`config.mk`:
```
export PLATFORM = sky130hd
export DESIGN_NAME = alarm_ringer_ctrl
export DESIGN_NICKNAME = d
export VERILOG_FILES = /design/src/rtl/alarm_ringer_ctrl.sv
export SDC_FILE = /design/constraint.sdc
export NUM_CORES = 1
export LEC_CHECK = 0
export ABC_AREA = 1
export BUFFER_PORTS_ARGS = -buffer_cell sky130_fd_sc_hd__buf_2
export CAP_MARGIN = 20
export CORE_AREA = 2 2 54 56
export CTS_CLUSTER_DIAMETER = 30
export DETAILED_ROUTE_END_ITERATION = 10
export DIE_AREA = 0 0 56 58
export GPL_TIMING_DRIVEN = 0
export SYNTH_ARGS = -nofsm -noshare
export SYNTH_HDL_FRONTEND = slang
export SYNTH_SLANG_ARGS = --single-unit
```
`constraint.sdc`:
```
create_clock -name clk_i -period 3.9 [get_ports clk_i]
set_clock_uncertainty 0.1 [all_clocks]
set_input_delay 0.195 -clock clk_i [delete_from_list [all_inputs] [get_ports clk_i]]
set_output_delay 0.195 -clock clk_i [all_outputs]
set_load 0.005 [all_outputs]
```
`src/rtl/alarm_ringer_ctrl.sv`:
```
// Alarm ringer controller: rings on a rising comparator match, supports a bounded
// number of snoozes, auto-stops after a timeout and waits for the match minute to end.
module alarm_ringer_ctrl #(
  parameter int TIMEOUT_SECS = 60,
  parameter int SNOOZE_SECS  = 300,
  parameter int MAX_SNOOZES  = 3
) (
  input  logic       clk_i,
  input  logic       reset_i,
  input  logic       ringer_i,
  input  logic       one_second_i,
  input  logic       alarm_enable_i,
  input  logic       snooze_i,
  input  logic       stop_i,
  output logic       sound_alarm_o,
  output logic       beep_o,
  output logic       snooze_active_o,
  output logic [1:0] snoozes_left_o,
  output logic       missed_o,
  output logic [1:0] state_o
);

  // Debug encoding on state_o: 0 idle, 1 ringing, 2 snoozing, 3 done.
  typedef enum logic [1:0] {
    S_IDLE     = 2'd0,
    S_RINGING  = 2'd1,
    S_SNOOZING = 2'd2,
    S_DONE     = 2'd3
  } state_t;

  localparam logic [8:0] TIMEOUT_LAST = 9'(TIMEOUT_SECS - 1);
  localparam logic [8:0] SNOOZE_LAST  = 9'(SNOOZE_SECS - 1);
  localparam logic [1:0] SNOOZE_INIT  = 2'(MAX_SNOOZES);

  state_t     state_q, state_d;
  logic [8:0] timer_q, timer_d;
  logic [1:0] snoozes_q, snoozes_d;
  logic       phase_q, phase_d;
  logic       missed_q, missed_d;
  logic       ringer_prev_q;
  logic       start_evt;

  assign start_evt = ringer_i & ~ringer_prev_q;

  always_ff @(posedge clk_i) begin
    if (reset_i) begin
      state_q       <= S_IDLE;
      timer_q       <= '0;
      snoozes_q     <= '0;
      phase_q       <= 1'b0;
      missed_q      <= 1'b0;
      ringer_prev_q <= 1'b1;
    end else begin
      state_q       <= state_d;
      timer_q       <= timer_d;
      snoozes_q     <= snoozes_d;
      phase_q       <= phase_d;
      missed_q      <= missed_d;
      ringer_prev_q <= ringer_i;
    end
  end

  always_comb begin
    state_d   = state_q;
    timer_d   = timer_q;
    snoozes_d = snoozes_q;
    phase_d   = phase_q;
    missed_d  = 1'b0;
    case (state_q)
      S_IDLE: begin
        if (start_evt && alarm_enable_i) begin
          state_d   = S_RINGING;
          timer_d   = '0;
          snoozes_d = SNOOZE_INIT;
          phase_d   = 1'b1;
        end
      end
      S_RINGING: begin
        if (stop_i || !alarm_enable_i) begin
          state_d = S_DONE;
          timer_d = '0;
        end else if (snooze_i && (snoozes_q != 2'd0)) begin
          state_d   = S_SNOOZING;
          timer_d   = '0;
          snoozes_d = snoozes_q - 2'd1;
        end else if (one_second_i) begin
          phase_d = ~phase_q;
          if (timer_q == TIMEOUT_LAST) begin
            state_d  = S_DONE;
            timer_d  = '0;
            missed_d = 1'b1;
          end else begin
            timer_d = timer_q + 9'd1;
          end
        end
      end
      S_SNOOZING: begin
        if (stop_i || !alarm_enable_i) begin
          state_d = S_DONE;
          timer_d = '0;
        end else if (one_second_i) begin
          if (timer_q == SNOOZE_LAST) begin
            state_d = S_RINGING;
            timer_d = '0;
            phase_d = 1'b1;
          end else begin
            timer_d = timer_q + 9'd1;
          end
        end
      end
      S_DONE: begin
        // Hold until the match minute ends so the same match cannot re-trigger.
        if (!ringer_i) begin
          state_d = S_IDLE;
          timer_d = '0;
        end
      end
      default: state_d = S_IDLE;
    endcase
  end

  assign sound_alarm_o   = (state_q == S_RINGING);
  assign beep_o          = sound_alarm_o & phase_q;
  assign snooze_active_o = (state_q == S_SNOOZING);
  assign snoozes_left_o  = snoozes_q;
  assign missed_o        = missed_q;
  assign state_o         = state_q;

endmodule

```
# Word-level counts from Yosys, hierarchy flattened
# Index checks and enable logic that the tools add are counted.
classes:
  n_addsub: 2
  eq_ne: 18
  n_mux: 33
  bitwise_logic: 6
  n_reduce_logical: 13
ops:
  columns: ["operator", "n"]
  rows:
  - ["$mux W9", 9]
  - ["$pmux W9 S4", 1]
  - ["$mux W2", 12]
  - ["$ne A2 B2 Y1 const B", 7]
  - ["$add A9 B1 Y9 const B", 1]
  - ["$eq A9 B6 Y1 const B", 1]
  - ["$eq A9 B9 Y1 const B", 1]
  - ["$mux W1", 8]
  - ["$pmux W2 S4", 1]
  - ["$reduce_and A4 Y1", 2]
  - ["$reduce_and A8 Y1", 1]
  - ["$reduce_and A6 Y1", 1]
  - ["$reduce_or A5 Y1", 1]
  - ["$eq A2 B2 Y1 const B", 2]
  - ["$ne A2 B1 Y1 const B", 2]
  - ["$ne A4 B1 Y1 const B", 1]
  - ["$ne A4 B2 Y1 const B", 1]
  - ["$not A1 Y1", 4]
  - ["$pmux W2 S2", 1]
  - ["$reduce_bool A2 Y1", 2]
  - ["$ne A3 B1 Y1 const B", 1]
  - ["$ne A3 B2 Y1 const B", 1]
  - ["$pmux W1 S3", 1]
  - ["$reduce_bool A3 Y1", 1]
  - ["other kinds (7)", 9]
word_totals:
  ff_bits: 16
  in_bits: 7
  elab_cells: 78

# Depth between registers and ports, before layout
logic_depth:
  depth_word: 6
  depth_mapped: 12
  mapped_depth_nobuf: 12

# Worst setup path after synthesis
# Ideal clock, no wire load.
synth_timing:
  path_type: "reg-to-reg"
  start: "register state_q[0] (netlist: state_o[0])"
  end: "register timer_q[7]"
  setup_time_ps: 113
  arrival_time_ps: 1566
  setup_slack_ps: 2121
  stages_incl_launch_ff: 12
  path_buffers: 1
  path_cell_list: "dfxtp_1 inv_1 ha_1 inv_1 nor2_1 nand2_1 nand2_2 nor2_4 buf_6 nand4_2 nor2_1 nor2_1"
synth_via:
  elab_chain_cells: 3
synth_lines:
  columns: ["item", "line", "rtl"]
  rows:
  - ["start: declaration", "35", "state_t state_q, state_d;"]
  - ["start signal: assignment", "54", "state_q <= state_d;"]
  - ["$eq A2 B2 Y1 *", null, null]
  - ["named net snooze_active_o", "17", "output logic snooze_active_o,"]
  - ["$ne A3 B2 Y1 (no source line)", null, null]
  - ["$reduce_and A4 Y1 (no source line)", null, null]
  - ["end signal: assignment", "55", "timer_q <= timer_d;"]
  - ["end: declaration", "36", "logic [8:0] timer_q, timer_d;"]
# Mark *: on every way through the listed nets, which the timed path passes. The rest lies on a longest branch.
# A chain may end at the register's enable or synchronous reset.

# Worst setup path in the final report
layout_timing:
  start: "register state_q[0] (netlist: state_o[0])"
  end: "register timer_q[7]"
layout_via:
  elab_chain_cells: 3
layout_lines:
  columns: ["item", "line", "rtl"]
  rows:
  - ["$eq A2 B1 Y1 (tied with other cells)", "69", "case (state_q)"]
  - ["$ne A4 B2 Y1 (no source line) (tied with other cells)", null, null]
  - ["$reduce_and A4 Y1 (no source line)", null, null]
# Parallel ways exist; a longest one is shown, timed or not.

==> impl_metrics.json <==
{
  "fin_crit_sh_pct": 49.64,
  "hold_class": "in -> reg",
  "syn_to_final_growth_pct": 15.18,
  "finalWeightedCongestion": 0.8445,
  "grt_pass1_wl_mm": 3.795,
  "cts_buffers": 3,
  "core-area_mm2": 0.002663,
  "fin_area_mm2": 0.001177,
  "fin_crit_ns": 1.936,
  "htreeDepth": 1,
  "clkSinkCount": 16,
  "row_count": 19,
  "status": "complete, no violations",
  "ir_drop_v": 0.0002980,
  "wire_per_inst_um": 10.12,
  "hold_viol_final": 0,
  "dr_total_vias": 942,
  "clockBufferDepth": 2,
  "crit_path_end_kind": "flop",
  "multi_input_area_um2": 608.1,
  "netlist_instances": 152,
  "drtPass1Iterations": 4,
  "synthDistinctLibCells": 25,
  "maxCapViolations": 0,
  "viasPerCell": 4.663,
  "synth_area_mm2": 0.001022,
  "crit_path_max_incr_delay_ns": 0.47,
  "arrival_ns": 2.04,
  "grt_max_degree": 11,
  "placed_area_mm2": 0.001131,
  "hold_slack_ns": 0.01950,
  "synth_nets": 167,
  "drv_slew": 0,
  "seq_area_frac_synth_pct": 31.33,
  "io_buffers": 14,
  "clkLatencyLatePin_ns": 0.29,
  "final_cell_mix": "nand2_1 (38), nor2_1 (23), inv_1 (20)",
  "yosysWarnings": 0,
  "r2r-start": "state_o[0]",
  "cts_root_buf": "clkbuf_4",
  "start_util_pct": 38.39,
  "ant_nets": 0,
  "finalSetupTns_ns": 0,
  "grt_pass1_vias": 925,
  "path_buf_inv": 3,
  "cp-start-kind": "flop",
  "setup_violations": 0,
  "cts_tree": "yes",
  "cp_max_fo": 10,
  "worstHoldStart": "ringer_i",
  "antenna_found_initial": 0,
  "cp.depth": 11,
  "clk_pin_slew_ns": 0.11,
  "worstMarginPinSlew_ns": 0.2840,
  "crit_top_cell": "nor2_1",
  "rr_endpoint": "timer_q[7]",
  "nFillCells": 296,
  "fin_nets": 187,
  "hold_end": "ringer_prev_q",
  "syn_avg_cell_area_um2": 6.725,
  "fmax_mhz": 516.5,
  "p_per_area_mw_per_mm2": 536.4,
  "hpwl_mm": 1.616,
  "rrSetupSlack_ns": 1.96,
  "critical_path_class": "reg -> reg",
  "slew_headroom_pct": 80.92,
  "synth_seq_cells": 16,
  "die_x_um": 56,
  "antenna_cells": 0,
  "crit_chain": "inv_1, ha_1, inv_1, nor2_1, nand2_1, nand2_2, nor2_4, buf_6, nand4_2, nor2_1, nor2_1",
  "io_pins": 15,
  "critPathSlowestCell": "dfxtp_1",
  "final_common_cell": "nand2_1",
  "die_y_um": 58,
  "drcViolationCount": 0,
  "drive_gt1_share_pct": 20.47,
  "die-area_mm2": 0.003248,
  "hold_depth": 2,
  "critPathLaunch": "state_o[0]",
  "grt_usage_pct": 14.59,
  "grt_setup_unrepaired": "false",
  "r2r_cells": 11,
  "p_leak_uw": 0.0005588,
  "drt_wl_total_mm": 2.045,
  "cp_top_family": "simple AND/OR/NAND/NOR gates",
  "cts_resized": 0,
  "cp.required_ns": 4.00,
  "drt_iter0_markers": 18,
  "area.sequential_um2": 320.3,
  "overflow": 0
}
==> kinds of logic after synthesis <==
family                   Yosys count  synth area share [%]
XOR/XNOR                           2                 1.714
buffers and inverters             23                 9.180
adder cells (fa/ha/maj)            8                 9.792
AND/OR/NAND/NOR                   86                 38.43
AO/OA/AOI/OAI                     17                 9.547
flip-flops                        16                 31.33
==> cells in the mapped netlist <==
cell type,instances,area share (%)
nand2_1,38,14
nor2_1,23,8.4
inv_1,20,7.3
dfxtp_1,16,31
nand3_1,9,4.4
ha_1,8,9.8
nand2_2,6,3.7
o21ai_0,5,2.4
a21oi_1,4,2.0
o21ai_1,3,1.5
a21oi_2,2,1.7
a31oi_1,2,1.2
inv_2,2,0.73
nor2_4,2,2.2
nor3_1,2,0.98
buf_6,1,1.1
nand3_2,1,0.98
nand3b_1,1,0.73
nand4_1,1,0.61
nand4_2,1,1.2
nor2_2,1,0.61
o21bai_1,1,0.73
or2_2,1,0.61
xnor2_1,1,0.86
xor2_1,1,0.86
==> repair_timing <==
item | in CTS | in global routing
buffers inserted | 0 | 0
endpoints found under the hold margin | 1 | 0
hold buffers | 1 | 0
==> worst max path at each step <==
| stage | endpoint | slack (ns) |
|---|---|---|
| floorplan | timer_q[7] | 2.12 |
| global placement | timer_q[7] | 1.99 |
| detailed placement | timer_q[7] | 1.95 |
| CTS | timer_q[7] | 1.94 |
| global route | timer_q[6] | 1.70 |
| finish | timer_q[7] | 1.96 |
==> report_power, final <==
group	total (uW)	switching, uW	internal (uW)
logic	299	183	116
registers	219	28.1	190
clock network	114	56.9	56.8
total	632	268	364
==> final cells by class <==
class                   instances  share of cell area [%]
inverters                      22                   7.014
repair buffers                 15                   6.801
clock buffers                   4                   3.082
plain buffers                   1                  0.9564
well taps                      31                   3.294
flip-flops and latches         16                   27.21
multi-input cells             113                   51.65
==> routing by layer <==
| metal | up-vias | part of all wire (%) | GRT usage, % |
|---|---|---|---|
| met2 | 7 | 48 | 24.54 |
| met1 | 417 | 49 | 17.93 |
| met3 | 2 | 2.4 | 2.455 |
| met5 | - | 0 | 0 |
| li1 | 516 | - | - |
| met4 | 0 | 0.88 | 7.823 |
==> registers in the layout, indices dropped and copies added (netlist names) <==
register and flops:
missed_o 1, ringer_prev_q 1, phase_q 1, timer_q 9
snoozes_left_o 2, state_o 2
==> metrics by stage <==
stage,setup slack [ns],util (%),power (uW),instances
after floorplan,2.121,-,442.9,152
after global placement,1.988,42.48,516.3,197
after detailed placement,1.948,42.48,525.9,197
after CTS,1.941,44.22,642.6,202
after global routing,1.697,44.22,697.6,202
final,1.964,44.22,631.6,202
Note: power is estimated with default switching activity, not from simulation.
